==> src/rtl/bp_pkg.sv <==
// ---------------------------------------------------------------------------
// bp_pkg
//
// Shared definitions for the branch predictor and its update-side queue.
//   BP_IDX_W     default predictor table index width
//   ctr_state_e  2-bit saturating counter state (SNT, WNT, WT, ST)
//   brq_entry_t  one buffered prediction: table index plus predicted direction
//   ctr_next()   counter training step, used by the predictor table
// ---------------------------------------------------------------------------
package bp_pkg;

    localparam int BP_IDX_W = 10;

    typedef enum logic [1:0] {
        SNT = 2'b00,
        WNT = 2'b01,
        WT  = 2'b10,
        ST  = 2'b11
    } ctr_state_e;

    typedef struct packed {
        logic [BP_IDX_W-1:0] index;
        logic                taken;
    } brq_entry_t;

    // Saturating step toward the actual outcome.
    function automatic ctr_state_e ctr_next(input ctr_state_e cur, input logic taken);
        ctr_state_e nxt;
        nxt = cur;
        if (taken && cur != ST) begin
            nxt = ctr_state_e'(cur + 2'd1);
        end else if (!taken && cur != SNT) begin
            nxt = ctr_state_e'(cur - 2'd1);
        end
        return nxt;
    endfunction

endpackage

==> src/rtl/brq_fifo.sv <==
// ---------------------------------------------------------------------------
// brq_fifo
//
// Circular buffer of DEPTH entries, DATA_W bits each. Head and tail pointers
// wrap modulo DEPTH (DEPTH must be a power of two). A flush empties the buffer
// at the next edge and takes priority over any push or pop in that cycle.
//
// Ports:
//   clock      in   rising-edge clock
//   reset      in   synchronous, active-high reset
//   push_en    in   write push_data at the tail (ignored when full)
//   push_data  in   entry to write
//   pop_en     in   retire the head entry (ignored when empty)
//   flush      in   discard all entries, pointers return to 0
//   head_data  out  entry currently at the head
//   count      out  occupied entries
// ---------------------------------------------------------------------------
module brq_fifo #(
    parameter int DEPTH  = 8,
    parameter int DATA_W = 11
) (
    input  logic                       clock,
    input  logic                       reset,
    input  logic                       push_en,
    input  logic [DATA_W-1:0]          push_data,
    input  logic                       pop_en,
    input  logic                       flush,
    output logic [DATA_W-1:0]          head_data,
    output logic [$clog2(DEPTH+1)-1:0] count
);

    localparam int PTR_W = $clog2(DEPTH);
    localparam int CNT_W = $clog2(DEPTH+1);

    logic [DATA_W-1:0] mem_q [DEPTH];
    logic [DATA_W-1:0] mem_d [DEPTH];
    logic [PTR_W-1:0]  head_q, head_d;
    logic [PTR_W-1:0]  tail_q, tail_d;
    logic [CNT_W-1:0]  count_q, count_d;
    logic              push_ok;
    logic              pop_ok;

    // Guard against overflow/underflow here so the buffer stays coherent even
    // if a caller forgets to qualify its requests.
    assign push_ok = push_en && (count_q != CNT_W'(DEPTH)) && !flush;
    assign pop_ok  = pop_en  && (count_q != '0);

    always_comb begin
        mem_d   = mem_q;
        head_d  = head_q;
        tail_d  = tail_q;
        count_d = count_q;

        if (push_ok) begin
            mem_d[tail_q] = push_data;
        end

        if (flush) begin
            head_d  = '0;
            tail_d  = '0;
            count_d = '0;
        end else begin
            if (push_ok) begin
                tail_d = tail_q + PTR_W'(1);
            end
            if (pop_ok) begin
                head_d = head_q + PTR_W'(1);
            end
            case ({push_ok, pop_ok})
                2'b10:   count_d = count_q + CNT_W'(1);
                2'b01:   count_d = count_q - CNT_W'(1);
                default: count_d = count_q;
            endcase
        end
    end

    always_ff @(posedge clock) begin
        if (reset) begin
            head_q  <= '0;
            tail_q  <= '0;
            count_q <= '0;
        end else begin
            head_q  <= head_d;
            tail_q  <= tail_d;
            count_q <= count_d;
        end
    end

    // Storage needs no reset: count_q alone decides which slots are live.
    always_ff @(posedge clock) begin
        mem_q <= mem_d;
    end

    assign head_data = mem_q[head_q];
    assign count     = count_q;

endmodule

==> src/rtl/branch_resolve_queue.sv <==
// ---------------------------------------------------------------------------
// branch_resolve_queue
//
// Update-side companion to the 2-bit saturating-counter predictor table.
// Buffers each issued prediction in program order; when execute resolves the
// oldest branch it emits a registered one-cycle training update (index plus
// actual direction). A wrong prediction raises mispredict and discards every
// younger (wrong-path) entry, including a push arriving in the same cycle.
//
// Ports:
//   clock, reset      rising-edge clock, synchronous active-high reset
//   pred_valid/index/taken, pred_ready   prediction push interface
//   res_valid, res_taken                 resolution of the oldest branch
//   upd_valid/index/taken                registered training update
//   mispredict        one-cycle pulse, aligned with upd_valid
//   res_orphan        one-cycle pulse: resolution with the queue empty
//   count             occupied entries
//
// Build option: define BRQ_STATS_EN to add 16-bit saturating outputs
// mispredict_count and update_count, both cleared by reset.
// ---------------------------------------------------------------------------
module branch_resolve_queue
    import bp_pkg::*;
#(
    parameter int DEPTH = 8,
    parameter int IDX_W = BP_IDX_W
) (
    input  logic                       clock,
    input  logic                       reset,
    input  logic                       pred_valid,
    input  logic [IDX_W-1:0]           pred_index,
    input  logic                       pred_taken,
    output logic                       pred_ready,
    input  logic                       res_valid,
    input  logic                       res_taken,
    output logic                       upd_valid,
    output logic [IDX_W-1:0]           upd_index,
    output logic                       upd_taken,
    output logic                       mispredict,
    output logic                       res_orphan,
    output logic [$clog2(DEPTH+1)-1:0] count
`ifdef BRQ_STATS_EN
    ,
    output logic [15:0]                mispredict_count,
    output logic [15:0]                update_count
`endif
);

    localparam int CNT_W = $clog2(DEPTH+1);

    // Same layout as bp_pkg::brq_entry_t, but sized by this instance's IDX_W.
    typedef struct packed {
        logic [IDX_W-1:0] index;
        logic             taken;
    } entry_t;

    entry_t           push_entry;
    entry_t           head_entry;
    logic [CNT_W-1:0] fifo_count;
    logic             pop_now;
    logic             mis_now;
    logic             push_now;
    logic             orphan_now;

    logic             upd_valid_q,  upd_valid_d;
    logic [IDX_W-1:0] upd_index_q,  upd_index_d;
    logic             upd_taken_q,  upd_taken_d;
    logic             mispredict_q, mispredict_d;
    logic             res_orphan_q, res_orphan_d;

    // pred_ready looks only at the registered count, so a resolution in the
    // same cycle never opens a slot combinationally.
    assign pred_ready = !reset && (fifo_count < CNT_W'(DEPTH));

    assign pop_now    = res_valid && (fifo_count != '0);
    assign mis_now    = pop_now && (head_entry.taken != res_taken);
    assign orphan_now = res_valid && (fifo_count == '0);
    // A push alongside a mispredicting resolution is on the wrong path.
    assign push_now   = pred_valid && pred_ready && !mis_now;

    assign push_entry = '{index: pred_index, taken: pred_taken};

    brq_fifo #(
        .DEPTH  (DEPTH),
        .DATA_W ($bits(entry_t))
    ) u_fifo (
        .clock     (clock),
        .reset     (reset),
        .push_en   (push_now),
        .push_data (push_entry),
        .pop_en    (pop_now),
        .flush     (mis_now),
        .head_data (head_entry),
        .count     (fifo_count)
    );

    // Update stage: index/direction are only reloaded on a pop so the outputs
    // stay quiet between updates.
    always_comb begin
        upd_valid_d  = pop_now;
        upd_index_d  = upd_index_q;
        upd_taken_d  = upd_taken_q;
        mispredict_d = mis_now;
        res_orphan_d = orphan_now;
        if (pop_now) begin
            upd_index_d = head_entry.index;
            upd_taken_d = res_taken;
        end
    end

    always_ff @(posedge clock) begin
        if (reset) begin
            upd_valid_q  <= 1'b0;
            upd_index_q  <= '0;
            upd_taken_q  <= 1'b0;
            mispredict_q <= 1'b0;
            res_orphan_q <= 1'b0;
        end else begin
            upd_valid_q  <= upd_valid_d;
            upd_index_q  <= upd_index_d;
            upd_taken_q  <= upd_taken_d;
            mispredict_q <= mispredict_d;
            res_orphan_q <= res_orphan_d;
        end
    end

    assign upd_valid  = upd_valid_q;
    assign upd_index  = upd_index_q;
    assign upd_taken  = upd_taken_q;
    assign mispredict = mispredict_q;
    assign res_orphan = res_orphan_q;
    assign count      = fifo_count;

`ifdef BRQ_STATS_EN
    logic [15:0] mis_cnt_q, mis_cnt_d;
    logic [15:0] upd_cnt_q, upd_cnt_d;

    // Counters step on the same edge that raises the matching pulse, so the
    // value seen alongside a pulse already includes it.
    always_comb begin
        mis_cnt_d = mis_cnt_q;
        upd_cnt_d = upd_cnt_q;
        if (mispredict_d && mis_cnt_q != 16'hFFFF) begin
            mis_cnt_d = mis_cnt_q + 16'd1;
        end
        if (upd_valid_d && upd_cnt_q != 16'hFFFF) begin
            upd_cnt_d = upd_cnt_q + 16'd1;
        end
    end

    always_ff @(posedge clock) begin
        if (reset) begin
            mis_cnt_q <= '0;
            upd_cnt_q <= '0;
        end else begin
            mis_cnt_q <= mis_cnt_d;
            upd_cnt_q <= upd_cnt_d;
        end
    end

    assign mispredict_count = mis_cnt_q;
    assign update_count     = upd_cnt_q;
`endif

endmodule

==> config.mk <==
export PLATFORM = sky130hd
export DESIGN_NAME = branch_resolve_queue
export DESIGN_NICKNAME = d
export VERILOG_FILES = /design/src/rtl/bp_pkg.sv /design/src/rtl/brq_fifo.sv /design/src/rtl/branch_resolve_queue.sv
export SDC_FILE = /design/constraint.sdc
export NUM_CORES = 1
export LEC_CHECK = 0
export CAP_MARGIN = 20
export CORE_ASPECT_RATIO = 1.1
export CORE_MARGIN = 3
export CORE_UTILIZATION = 30
export DETAILED_ROUTE_END_ITERATION = 10
export PLACE_DENSITY = 0.52
export SLEW_MARGIN = 10
export SYNTH_ARGS = -nofsm -noshare
export SYNTH_HDL_FRONTEND = slang
export SYNTH_SLANG_ARGS = --single-unit
==> constraint.sdc <==
create_clock -name clock -period 4.4 [get_ports clock]
set_clock_uncertainty 0.2 [all_clocks]
set_input_delay 0.88 -clock clock [delete_from_list [all_inputs] [get_ports clock]]
set_output_delay 0.88 -clock clock [all_outputs]
set_load 0.01 [all_outputs]
==> results of run 1 <==
==> power by group through the flow <==
stage          clock network (mW)  registers [mW]  logic (mW)
3_3_place_gp                    0            1.37       0.812
5_1_grt                     0.932            1.36       0.884
4_1_cts                     0.889            1.35       0.821
6_report                    0.866            1.34       0.799
3_5_place_dp                    0            1.37       0.819
2_1_floorplan                   0            1.36       0.532
==> worst paths after layout <==
kind                                 from                      endpoint  slack [ps]  depth (start not counted)
min reg2reg        upd_taken$_SDFFE_PP0P_        upd_taken$_SDFFE_PP0P_         270                          2
max reg2reg  u_fifo.count[0]$_SDFFE_PP0P_  u_fifo.count[2]$_SDFFE_PP0P_        1460                         13
max                                 reset                    pred_ready        1010                          3
min                upd_taken$_SDFFE_PP0P_        upd_taken$_SDFFE_PP0P_         270                          2
==> worst max-delay path, cell delays in order <==
cell and delay (ps):
sky130_fd_sc_hd__clkdlybuf4s50_1 420, sky130_fd_sc_hd__nor2_1 380, sky130_fd_sc_hd__clkdlybuf4s50_1 630
==> cells by family (layout without fill, tap and decap cells) <==
family                   count (synthesis)  count (layout)
adder cells (fa/ha/maj)                  5               5
AO/OA/AOI/OAI                           18              18
flip-flops                             112             112
multiplexers                            37              37
XOR/XNOR                                 9               9
AND/OR/NAND/NOR                         51              51
buffers and inverters                   15              66
==> state kept, by name (all words and copies together), names as in the netlist, 3 cells and up <==
name / count
u_fifo.count: 4
u_fifo.head_q: 3
u_fifo.mem_q: 88
u_fifo.tail_q: 3
upd_index: 10
==> per-layer routing <==
layer	share of wire	vias up
li1	-	1054
met1	0.45	1125
met2	0.49	35
met3	0.031	13
met4	0.020	0
met5	0	-
==> cells in the mapped netlist <==
cell type,n
sky130_fd_sc_hd__mux2i_1,15
sky130_fd_sc_hd__o21bai_1,1
sky130_fd_sc_hd__xnor2_1,2
sky130_fd_sc_hd__nor4_1,2
sky130_fd_sc_hd__nor4bb_2,1
sky130_fd_sc_hd__mux2_4,1
sky130_fd_sc_hd__inv_2,1
sky130_fd_sc_hd__buf_4,1
sky130_fd_sc_hd__nand3_4,1
sky130_fd_sc_hd__a21oi_1,5
sky130_fd_sc_hd__nand3_1,3
sky130_fd_sc_hd__edfxtp_1,88
sky130_fd_sc_hd__clkbuf_1,5
sky130_fd_sc_hd__ha_1,5
sky130_fd_sc_hd__nand2b_2,1
sky130_fd_sc_hd__nor2_1,24
sky130_fd_sc_hd__nand2_1,9
sky130_fd_sc_hd__buf_1,4
sky130_fd_sc_hd__nand2b_1,3
sky130_fd_sc_hd__buf_2,3
sky130_fd_sc_hd__buf_6,1
sky130_fd_sc_hd__o41ai_4,1
sky130_fd_sc_hd__mux4_2,21
sky130_fd_sc_hd__dfxtp_1,24
sky130_fd_sc_hd__a211oi_1,11
sky130_fd_sc_hd__xor2_1,7
sky130_fd_sc_hd__nor4b_2,3
sky130_fd_sc_hd__nor3_1,1
sky130_fd_sc_hd__nand3b_1,2
sky130_fd_sc_hd__nand4b_1,1
==> cell type report <==
type	count	area, um^2	share of cell area
inverters	1	3.75	0.000700
clock inverters	5	80.1	0.0149
repair buffers	49	453	0.0845
well taps	188	235	0.0439
clock buffers	11	243	0.0453
flip-flops and latches	112	3120	0.583
multi-input cells	120	1220	0.228
==> impl_metrics.json, run 1 <==
{
  "crit_path_start_kind": "input port",
  "final.min_clock_period_ps": 3390,
  "top_usage_layer": "met2",
  "drt-wirelength-per-cell_um": 17.6,
  "post-route-drc-count": 0,
  "postRouteWirelength_um": 8530,
  "cts_max_level": 3,
  "gr-usage-all-layers": 0.111,
  "grt_pass1_vias": 2340,
  "synth.avg_cell_area_um2": 17.8,
  "met3_capacity_usage_during_global_routing": 0.0244,
  "numCtsBuffers": 9,
  "required_ps": 3320,
  "share_of_the_synthesized_area_in_compound_gates_ao_oa_aoi_oai": 0.0324,
  "syn_area_um2": 4400,
  "ys_warn_count": 0,
  "stdcell_area_um2": 5360,
  "die-area_um2": 16200,
  "number_of_nets_in_the_layout": 314,
  "die_w_um": 122,
  "fmax_mhz": 295,
  "largest_family_of_logic_cells_by_synthesized_area": "multiplexers",
  "grt_start_max_net_pins": 24,
  "maxCapViolCount": 0,
  "timing.final.ws_setup_ps": 1010,
  "post-dp-hpwl_um": 5280,
  "finalHoldViolCount": 0,
  "share_clk_of_total_power": 0.288,
  "grt.met2_usage": 0.178,
  "drt_iter0_markers": 101,
  "grt_pass1_wl_um": 13200,
  "static_power_due_to_leakage_nw": 1.69,
  "cts_tree": "built",
  "synthToLayoutAreaGrowth_pct": 21.7,
  "yosys-top-cells-area": "sky130_fd_sc_hd__edfxtp_1 60%, sky130_fd_sc_hd__dfxtp_1 11%, sky130_fd_sc_hd__mux4_2 11%",
  "category_of_the_worst_setup_path_capture_point": "output port",
  "switching_power_mw": 0.819,
  "synth.mux.area_fraction": 0.145,
  "worst_pin_slew_ps": 471,
  "critPathArrivalTime_ps": 2310,
  "synth-simple-area-share": 0.0651,
  "timing.hold.ws_ps": 267,
  "number_of_antenna_diodes": 0,
  "cts.root.buffer_cell": "sky130_fd_sc_hd__clkbuf_16",
  "pnr_total_power_mw": 3.01,
  "clock_tree_sinks": 112,
  "ys_seq_area_frac": 0.709,
  "setup-violations-final": 0,
  "syn_inst": 247,
  "global_route_met1_usage": 0.147,
  "comb_power_share": 0.266,
  "floorplan.core_area_um2": 14100,
  "port_buffers": 34,
  "cp_max_fo": 6,
  "period_share": 0.771,
  "layoutNonFillerInstCount": 486,
  "grt_setup_unrepaired": "no",
  "cellInternalPower_mw": 2.19,
  "yosysTopAreaCellShare": 0.600,
  "ys_ff_latch": 112,
  "syn_nets": 268,
  "run_status": "finished, final reports clean",
  "initial_utilization": 0.313,
  "global_route.overflow_total": 0,
  "cts.repair_timing.setup_buffer_count": 0,
  "sw_frac_of_total": 0.272,
  "pwr_density_cell_nw_per_um2": 561,
  "final_antenna_net_count": 0,
  "holdBufCountCts": 0,
  "setup_tns_ps": 0,
  "final_common_cell": "sky130_fd_sc_hd__edfxtp_1",
  "floorplan.die.height_um": 133,
  "via_per_inst": 4.58,
  "power_frac_seq": 0.446,
  "cts.reportedPaths.clkPinSlew_ps": 70,
  "cts.repair.resized": 0,
  "post_synth_num_cell_types": 30,
  "place.gp.congestion": 0.729,
  "io-pin-count": 35,
  "postPlaceCellArea_um2": 5040,
  "hold_crit_path_type": "register to register",
  "dp.cells": 470,
  "max_slew_margin": 0.685,
  "layout_common_cells": "88 x sky130_fd_sc_hd__edfxtp_1, 34 x sky130_fd_sc_hd__clkdlybuf4s50_1, 24 x sky130_fd_sc_hd__nor2_1",
  "post_synth_fa_ha_maj_area_fraction": 0.0142,
  "worst_ir_drop_vdd_mv": 0.177,
  "fp-row-count": 45,
  "clk-insertion-delay-late_ps": 340,
  "synth_xor_area_frac": 0.0179,
  "routed-via-count": 2227,
  "finalMaxSlewViolations": 0,
  "critPathKind": "input port to output port",
  "synth.largest_area_cell": "sky130_fd_sc_hd__edfxtp_1",
  "drt_pre_antenna_iters": 4,
  "cts.path.max_buffers": 2,
  "antenna_found_initial": 0,
  "filler_cell_count": 1321,
  "fin_util": 0.381,
  "drive_gt1_frac": 0.208,
  "pre_cts_slack_ps": 779
}
(Power assumes the default switching activity.)
==> inputs of run 2 (changes only) <==
PLACE_DENSITY = 0.53   (was 0.52)
clock period = 3 ns   (was 4.4 ns; I/O delays follow)
==> impl_metrics.json, run 2 (synthesized netlist as in run 1, its figures left out) <==
{
  "run_status": "finished, final reports clean",
  "port_buffers": 34,
  "synthToLayoutAreaGrowth_pct": 22.6,
  "floorplan.die.height_um": 133,
  "maxCapViolCount": 0,
  "grt_pass1_vias": 2363,
  "postPlaceCellArea_um2": 5120,
  "numCtsBuffers": 9,
  "clock_tree_sinks": 112,
  "final.min_clock_period_ps": 2800,
  "clk-insertion-delay-late_ps": 350,
  "finalMaxSlewViolations": 0,
  "pnr_total_power_mw": 4.35,
  "place.gp.congestion": 0.712,
  "drive_gt1_frac": 0.234,
  "postRouteWirelength_um": 8770,
  "floorplan.core_area_um2": 14100,
  "required_ps": 2200,
  "category_of_the_worst_setup_path_capture_point": "output port",
  "worst_ir_drop_vdd_mv": 0.338,
  "fp-row-count": 45,
  "via_per_inst": 4.58,
  "sw_frac_of_total": 0.283,
  "global_route.overflow_total": 0,
  "io-pin-count": 35,
  "timing.final.ws_setup_ps": 202,
  "cp_max_fo": 5,
  "pwr_density_cell_nw_per_um2": 806,
  "die-area_um2": 16200,
  "worst_pin_slew_ps": 447,
  "critPathKind": "input port to output port",
  "cellInternalPower_mw": 3.12,
  "critPathArrivalTime_ps": 2000,
  "timing.hold.ws_ps": 286,
  "routed-via-count": 2273,
  "hold_crit_path_type": "register to register",
  "cts.reportedPaths.clkPinSlew_ps": 70,
  "number_of_antenna_diodes": 0,
  "power_frac_seq": 0.452,
  "post-route-drc-count": 0,
  "holdBufCountCts": 0,
  "grt_setup_unrepaired": "no",
  "cts.repair.resized": 0,
  "post-dp-hpwl_um": 5740,
  "cts.repair_timing.setup_buffer_count": 0,
  "cts_tree": "built",
  "filler_cell_count": 1320,
  "number_of_nets_in_the_layout": 325,
  "largest_register_ffs": 88,
  "max_slew_margin": 0.702,
  "comb_power_share": 0.286,
  "drt_pre_antenna_iters": 4,
  "cts.root.buffer_cell": "sky130_fd_sc_hd__clkbuf_16",
  "stdcell_area_um2": 5400,
  "drt_iter0_markers": 85,
  "drt-wirelength-per-cell_um": 17.7,
  "finalHoldViolCount": 0,
  "grt_pass1_wl_um": 13800,
  "gr-usage-all-layers": 0.116,
  "cts_max_level": 3,
  "die_w_um": 122,
  "cts.path.max_buffers": 2,
  "layout_common_cells": "88 x sky130_fd_sc_hd__edfxtp_1, 34 x sky130_fd_sc_hd__clkdlybuf4s50_1, 26 x sky130_fd_sc_hd__buf_4",
  "static_power_due_to_leakage_nw": 1.73,
  "switching_power_mw": 1.23,
  "fmax_mhz": 357,
  "crit_path_start_kind": "input port",
  "final_antenna_net_count": 0,
  "initial_utilization": 0.313,
  "final_common_cell": "sky130_fd_sc_hd__edfxtp_1",
  "setup-violations-final": 0,
  "period_share": 0.933,
  "registers.top_by_ff_count": "u_fifo.mem_q",
  "antenna_found_initial": 0,
  "pre_cts_slack_ps": -77.6,
  "grt_start_max_net_pins": 26,
  "share_clk_of_total_power": 0.263,
  "fin_util": 0.384
}
==> run 2: power groups by stage <==
stage                     Combinational [mW]  Sequential (mW)  Clock (mW)
after floorplan                        0.782             1.99           0
after global placement                  1.26             2.00           0
after detailed placement                1.27             2.01           0
after CTS                               1.27             1.97        1.17
after global routing                    1.39             1.99        1.25
final                                   1.24             1.97        1.14
==> run 2: per-layer routing <==
metal  share of wire  vias up  track usage
li1                -     1075            -
met3           0.036       10       0.0197
met4           0.016        0       0.0486
met1            0.44     1146        0.151
met5               0        -            0
met2            0.51       42        0.191
==> run 2: stage by stage <==
| step | std cells | setup TNS, ps |
|---|---|---|
| after floorplan | 247 | 0 |
| after global placement | 481 | -21.2 |
| after detailed placement | 481 | -79.8 |
| after CTS | 496 | 0 |
| after global routing | 496 | 0 |
| final | 496 | 0 |
==> run 2: worst paths after layout <==
path | from | end | slack [ps] | cells past startpoint
worst max register to register | u_fifo.head_q[0]$_SDFFE_PP0P_ | u_fifo.count[2]$_SDFFE_PP0P_ | 240 | 12
worst min-delay path | upd_taken$_SDFFE_PP0P_ | upd_taken$_SDFFE_PP0P_ | 290 | 2
worst min register to register | upd_taken$_SDFFE_PP0P_ | upd_taken$_SDFFE_PP0P_ | 290 | 2
worst max-delay path | reset | pred_ready | 200 | 4
==> run 2: layout make-up <==
cell class	instances	area, um^2	area share
clock buffers	12	258	0.0477
clock inverters	3	23.8	0.00440
inverters	1	3.75	0.000695
multi-input cells	120	1220	0.226
flip-flops and latches	112	3120	0.579
well taps	188	235	0.0436
repair buffers	60	536	0.0992
==> run 2: critical path, cell delays in order <==
cell                              delay (ps)
sky130_fd_sc_hd__clkdlybuf4s50_1         430
sky130_fd_sc_hd__nor2_1                  240
sky130_fd_sc_hd__buf_4                   190
sky130_fd_sc_hd__clkdlybuf4s50_1         530
